$ cat config.mk
export PLATFORM = sky130hd
export DESIGN_NAME = i2c_target_core
export DESIGN_NICKNAME = d
export VERILOG_FILES = /design/src/rtl/i2c_target_core.sv
export SDC_FILE = /design/constraint.sdc
export NUM_CORES = 1
export LEC_CHECK = 0
export CORE_MARGIN = 4
export CORE_UTILIZATION = 29
export DETAILED_ROUTE_END_ITERATION = 8
export GPL_TIMING_DRIVEN = 0
export SLEW_MARGIN = 10
export SYNTH_ARGS = -nofsm -noshare
export SYNTH_HDL_FRONTEND = slang
export SYNTH_SLANG_ARGS = --single-unit
$ cat constraint.sdc
create_clock -name clk -period 5.6 [get_ports clk]
set_input_delay 1.12 -clock clk [delete_from_list [all_inputs] [get_ports clk]]
set_output_delay 1.12 -clock clk [all_outputs]
set_load 0.01 [all_outputs]
$ cat src/rtl/i2c_target_core.sv
// -----------------------------------------------------------------------------
// i2c_target_core
//
// Single-address I2C target (slave) engine. SCL and SDA are oversampled on the
// system clock. The core detects START, repeated START and STOP, and matches a
// 7-bit address, which it ACKs. Write bytes are handed to the user through
// rx_data/rx_valid. Read bytes are requested with tx_req and taken from tx_data.
// SCL is input-only, so the core never stretches the clock.
//
// Optional feature (compile-time macro I2C_TARGET_GENERAL_CALL_EN):
//   defined   - address 7'h00 with rw=0 (general call) is also ACKed and the
//               bytes that follow are received as writes.
//   undefined - 7'h00 is treated like any other non-matching address.
//
// Parameters:
//   TARGET_ADDR  7-bit address this target answers to (default 7'h50)
//
// Ports:
//   clk        in   system clock, all logic on posedge
//   reset_n    in   asynchronous active-low reset
//   scl_i      in   raw SCL from pad
//   sda_i      in   raw SDA from pad
//   sda_o      out  open-drain SDA control (0 = pull low, 1 = release)
//   rx_data    out  last received write byte
//   rx_valid   out  one-clk pulse, rx_data updated
//   tx_data    in   next read byte, sampled only at the SCL fall that loads it
//   tx_req     out  one-clk pulse, tx_data must be valid before next SCL fall
//   rw         out  R/W bit of the current addressed transfer
//   addressed  out  high from address ACK until STOP, repeated START or NACK
//   start_det  out  one-clk pulse on START or repeated START
//   stop_det   out  one-clk pulse on STOP
// -----------------------------------------------------------------------------
module i2c_target_core #(
    parameter logic [6:0] TARGET_ADDR = 7'h50
) (
    input  logic       clk,
    input  logic       reset_n,
    input  logic       scl_i,
    input  logic       sda_i,
    output logic       sda_o,
    output logic [7:0] rx_data,
    output logic       rx_valid,
    input  logic [7:0] tx_data,
    output logic       tx_req,
    output logic       rw,
    output logic       addressed,
    output logic       start_det,
    output logic       stop_det
);

    typedef enum logic [2:0] {
        IDLE     = 3'd0,
        ADDR     = 3'd1,
        ADDR_ACK = 3'd2,
        RX       = 3'd3,
        RX_ACK   = 3'd4,
        TX       = 3'd5,
        TX_ACK   = 3'd6
    } state_t;

    // Synchronizer and history flops, reset to the idle-bus level.
    logic scl_meta_r, scl_sync_r, scl_hist_r;
    logic sda_meta_r, sda_sync_r, sda_hist_r;

    state_t     state_r;
    logic [2:0] bit_cnt_r;
    logic [7:0] shift_r;
    logic [6:0] tx_shift_r;
    // Set on the 8th SCL rise of a byte. It tells the next fall apart from
    // the fall that follows START, because both see bit_cnt_r == 0.
    logic       byte_done_r;
    // Set when the master ACKs a read byte. The next fall then loads tx_data.
    logic       master_ack_r;

    logic scl_rise_s, scl_fall_s, start_s, stop_s;
    logic addr_match_s, gc_match_s, addr_ok_s;

    // Two-stage synchronizer plus one history stage on each bus line.
    always_ff @(posedge clk or negedge reset_n) begin
        if (!reset_n) begin
            scl_meta_r <= 1'b1;
            scl_sync_r <= 1'b1;
            scl_hist_r <= 1'b1;
            sda_meta_r <= 1'b1;
            sda_sync_r <= 1'b1;
            sda_hist_r <= 1'b1;
        end else begin
            scl_meta_r <= scl_i;
            scl_sync_r <= scl_meta_r;
            scl_hist_r <= scl_sync_r;
            sda_meta_r <= sda_i;
            sda_sync_r <= sda_meta_r;
            sda_hist_r <= sda_sync_r;
        end
    end

    // SCL edges, and SDA edges qualified by SCL being high in both samples.
    assign scl_rise_s = scl_sync_r & ~scl_hist_r;
    assign scl_fall_s = ~scl_sync_r & scl_hist_r;
    assign start_s    = scl_sync_r & scl_hist_r & sda_hist_r & ~sda_sync_r;
    assign stop_s     = scl_sync_r & scl_hist_r & ~sda_hist_r & sda_sync_r;

    // Address decode on the completed address byte.
    assign addr_match_s = (shift_r[7:1] == TARGET_ADDR);
`ifdef I2C_TARGET_GENERAL_CALL_EN
    assign gc_match_s   = (shift_r == 8'h00);
`else
    assign gc_match_s   = 1'b0;
`endif
    assign addr_ok_s    = addr_match_s | gc_match_s;

    // Protocol FSM. All outputs are registered here. Bus events take
    // priority over SCL edges.
    always_ff @(posedge clk or negedge reset_n) begin
        if (!reset_n) begin
            state_r      <= IDLE;
            bit_cnt_r    <= 3'd0;
            shift_r      <= 8'h00;
            tx_shift_r   <= 7'h00;
            byte_done_r  <= 1'b0;
            master_ack_r <= 1'b0;
            sda_o        <= 1'b1;
            rx_data      <= 8'h00;
            rx_valid     <= 1'b0;
            tx_req       <= 1'b0;
            rw           <= 1'b0;
            addressed    <= 1'b0;
            start_det    <= 1'b0;
            stop_det     <= 1'b0;
        end else begin
            rx_valid  <= 1'b0;
            tx_req    <= 1'b0;
            start_det <= 1'b0;
            stop_det  <= 1'b0;

            if (start_s) begin
                state_r      <= ADDR;
                bit_cnt_r    <= 3'd0;
                byte_done_r  <= 1'b0;
                master_ack_r <= 1'b0;
                sda_o        <= 1'b1;
                addressed    <= 1'b0;
                start_det    <= 1'b1;
            end else if (stop_s) begin
                state_r      <= IDLE;
                bit_cnt_r    <= 3'd0;
                byte_done_r  <= 1'b0;
                master_ack_r <= 1'b0;
                sda_o        <= 1'b1;
                addressed    <= 1'b0;
                stop_det     <= 1'b1;
            end else begin
                case (state_r)
                    IDLE: begin
                        sda_o <= 1'b1;
                    end

                    ADDR: begin
                        if (scl_rise_s) begin
                            shift_r   <= {shift_r[6:0], sda_sync_r};
                            bit_cnt_r <= bit_cnt_r + 3'd1;
                            if (bit_cnt_r == 3'd7) begin
                                byte_done_r <= 1'b1;
                            end
                        end else if (scl_fall_s && byte_done_r) begin
                            byte_done_r <= 1'b0;
                            if (addr_ok_s) begin
                                sda_o     <= 1'b0;
                                rw        <= shift_r[0];
                                addressed <= 1'b1;
                                tx_req    <= shift_r[0];
                                state_r   <= ADDR_ACK;
                            end else begin
                                sda_o   <= 1'b1;
                                state_r <= IDLE;
                            end
                        end
                    end

                    ADDR_ACK: begin
                        if (scl_fall_s) begin
                            bit_cnt_r <= 3'd0;
                            if (rw) begin
                                sda_o      <= tx_data[7];
                                tx_shift_r <= tx_data[6:0];
                                state_r    <= TX;
                            end else begin
                                sda_o   <= 1'b1;
                                state_r <= RX;
                            end
                        end
                    end

                    RX: begin
                        if (scl_rise_s) begin
                            shift_r   <= {shift_r[6:0], sda_sync_r};
                            bit_cnt_r <= bit_cnt_r + 3'd1;
                            if (bit_cnt_r == 3'd7) begin
                                rx_data     <= {shift_r[6:0], sda_sync_r};
                                rx_valid    <= 1'b1;
                                byte_done_r <= 1'b1;
                            end
                        end else if (scl_fall_s && byte_done_r) begin
                            byte_done_r <= 1'b0;
                            sda_o       <= 1'b0;
                            state_r     <= RX_ACK;
                        end
                    end

                    RX_ACK: begin
                        if (scl_fall_s) begin
                            sda_o     <= 1'b1;
                            bit_cnt_r <= 3'd0;
                            state_r   <= RX;
                        end
                    end

                    TX: begin
                        if (scl_rise_s) begin
                            bit_cnt_r <= bit_cnt_r + 3'd1;
                            if (bit_cnt_r == 3'd7) begin
                                byte_done_r <= 1'b1;
                            end
                        end else if (scl_fall_s) begin
                            if (byte_done_r) begin
                                byte_done_r <= 1'b0;
                                sda_o       <= 1'b1;
                                state_r     <= TX_ACK;
                            end else begin
                                sda_o      <= tx_shift_r[6];
                                tx_shift_r <= {tx_shift_r[5:0], 1'b0};
                            end
                        end
                    end

                    TX_ACK: begin
                        if (scl_rise_s) begin
                            if (!sda_sync_r) begin
                                master_ack_r <= 1'b1;
                                tx_req       <= 1'b1;
                            end else begin
                                addressed <= 1'b0;
                                sda_o     <= 1'b1;
                                state_r   <= IDLE;
                            end
                        end else if (scl_fall_s && master_ack_r) begin
                            master_ack_r <= 1'b0;
                            bit_cnt_r    <= 3'd0;
                            sda_o        <= tx_data[7];
                            tx_shift_r   <= tx_data[6:0];
                            state_r      <= TX;
                        end
                    end

                    default: begin
                        sda_o     <= 1'b1;
                        addressed <= 1'b0;
                        state_r   <= IDLE;
                    end
                endcase
            end
        end
    end

endmodule
==> summary.md <==
| Metric | Value |
|---|---|
| I/O pin cnt | 27 |
| FP Rows | 31 |
| Port buffer count | 26 |
| PwrDens | 230.7 nW/um2 |
| Min Tclk post-route | 2.477 ns |
| Cells after Synth | roughly 200 |
| Clk root buf | clkbuf_8 |
| Routed WL per cell | 13.94 um |
| Worst hold stages | 0 |
| Drt total wl | 4585 um |
| Initial DRC Count | around 170 |
| Die area | 9174 um2 |
| Yosys top cell by area | dfrtp_1 |
| Sequential share of the synthesized area | 0.4966 |
| Final Hold Violating Endpoints | 0 |
| Clk_lat worst skew | 0.29 ns |
| H-tree levels | 2 |
| Final setup fails | 0 |
| Actual slew at the worst max-slew pin | ~0.56 ns |
| TritonCTS clock tree | built |
| Hold Buf Count CTS | 0 |
| GPL Wtd Cong | 0.8706 |
| Max Clk Rate | 403.8 MHz |
| Syn avg cell area | 11.46 um2 |
| Die Span X | approximately 96 um |
| Fin nets | 246 |
| Final period utilization | 0.4423 |
| Final Skew | 0.005383 ns |
| Design Area, Final | roughly 2700 um2 |
| Fill cell total of the finished layout | ~760 |
| Leakage power | 1.206 nW |
| Post-synthesis register bit count | 44 |
| Setup crit start | sda_o |
| Global-route wire length before repair | 8010 um |
| Largest net degree at the start of global routing | 25 |
| Worst Setup Path Type | flop to output port |
| Vias per inst | 4.848 |
| Top post-synthesis cells by count | 37 x dfrtp_1, 31 x mux2_2, 12 x o21ai_0, 10 x a21oi_1, 10 x inv_1 |
| First-pass DRT Iterations | 4 |
| Max_cap viols | 0 |
| Largest cells by area after synthesis | dfrtp_1 41%, mux2_2 16%, dfstp_2 8.2% |
| Layout cell share with drive strength beyond 1 | 0.2522 |
| Worst Path Arrival | 1.36 ns |
| Post-synth cell types | 47 |
| Ys flop type | dfrtp_1 |
| Ys async rst share | 1.000 |
| Post-synth EDFFs | 0 |
| Worst r2r dst | state_r[2] |
| ANT nets after route | 0 |
| Worst Path Max Fanout | 2 |
| Top-area cell type share of the netlist area | 0.4143 |
| Worst path bufs/invs | 1 |
| Worst hold margin | 0.3577 ns |
| Initial antenna violation count | 0 |
| CORE AREA | 7370 um2 |
| Crit-path leading delay family | flip-flops |
| Crit path largest cell delay | roughly 0.53 ns |
| Most frequent cell after synthesis | dfrtp_1 |
| Initial Util | 0.3032 |
| CP Cell Sequence | clkdlybuf4s50_1 |
| Vias in the first global route | 1,645 |
| Final Max Slew Viols | 0 |
| Worst hold path type | flop to flop |
| Post-CTS Setup Bufs | 0 |
| Peak VDD IR | ~0.00008 V |
| Slew headroom | 0.6173 |
| Clk pin slew, worst setup/hold paths | 0.08 ns |
| FF-to-FF Start | scl_sync_r |
| Crit-path slowest cell | dfstp_2 |
| Cts repair resizes | 0 |
| Cell area after synthesis | 2235 um2 |
| Vias | 1,595 |
| Max Root-Sink Buffers | 2 |
| Grt total ovfl | 0 |
| Area grow syn2layout | 21.67% |
| Startpoint Class | flop |
| Post-route insts no fill | 329 |
| Num CTS Buffers | 5 |
| Placed cell areas | 2634 um2 |
| Status | finished clean |
| N_diodes | 0 |
| Mapped Nets | around 210 |
| Synth warn | 0 |
| CTS sink cnt | 44 |
| Die height | 95.78 um |
| Cells on worst reg2reg path | 6 |
| Worst setup EP type | output port |
| Detailed Place HPWL | 3337 um |
| Setup TNS | 0 ns |
| GRT Total Usage | 0.1119 |
| RSZ-0062 raised after global routing | false |
| Placed insts | ~320 |
| Flop2flop setup slack | 3.24 ns |
| # DRC | 0 |
| Hold Crit Start | sda_meta_r |
| WHS Endpoint | sda_sync_r |
| WP data required | 4.48 ns |
| Total power | 0.6273 mW |
power by group:
part           internal [mW]  switching [mW]  total, mW
combinational         0.0392          0.0417     0.0809
clock                 0.0892           0.107      0.196
sequential             0.337          0.0133      0.350
total                  0.465           0.162      0.627
worst max path at each step:
stage / endpoint / slack (ns) / cells past startpoint
after CTS: sda_o / 3.10 / 1
after global routing: sda_o / 3.08 / 1
final: sda_o / 3.12 / 1
after global placement: tx_shift_r[3] / 2.17 / 1
after detailed placement: sda_o / 3.06 / 5
after floorplan: sda_o / 3.55 / 4
cell families (layout without fill, tap and decap cells):
group | count (synthesis) | in the layout | synth area share
XOR/XNOR | 1 | 1 | 0.007281
AO/OA/AOI/OAI | 40 | 40 | 0.1181
flip-flops | 44 | 44 | 0.4966
AND/OR/NAND/NOR | 50 | 50 | 0.1361
adder cells (fa/ha/maj) | 5 | 5 | 0.02800
multiplexers | 33 | 33 | 0.1652
buffers and inverters | 22 | 57 | 0.04871
cell usage in the layout (no fill, tap or decap), drive strengths merged, types with 8 or more instances in the layout:
master	instances
clkbuf	12
nor2	8
a21oi	11
nand2	8
dfrtp	37
mux2	31
o21ai	12
clkdlybuf4s50	25
buf	9
inv	10
state kept, by name, indices dropped and copies added, names as in the netlist, 3 cells and up:
register / flops
tx_shift_r: 7
shift_r: 8
bit_cnt_r: 3
rx_data: 8
state_r: 3
layer usage:
layer | global-route usage | part of all wire | up-vias | routed length [um]
li1 | - | - | 778 | -
met5 | 0 | 0 | - | 0
met2 | 0.1801 | 0.46 | 25 | 2102
met3 | 0.02815 | 0.044 | 4 | 200
met4 | 0.03910 | 0.014 | 0 | 62
met1 | 0.1459 | 0.48 | 788 | 2219
metrics by stage:
step | utilization | setup WS (ns)
after global routing | 0.3689 | 3.085
after detailed placement | 0.3574 | 3.061
after global placement | 0.3553 | 2.166
after CTS | 0.3689 | 3.101
final | 0.3689 | 3.123
after floorplan | - | 3.550
layout make-up:
class,instances,area (um2),area share
Sequential cell,44,1110,0.4082
Multi-Input combinational cell,129,1016,0.3737
Timing Repair Buffer,27,275.3,0.1012
Tap cell,99,123.9,0.04556
Clock buffer,7,76.32,0.02807
Buffer,12,71.32,0.02623
Inverter,10,37.54,0.01381
Clock inverter,1,8.758,0.003221
(Power assumes the default switching activity.)
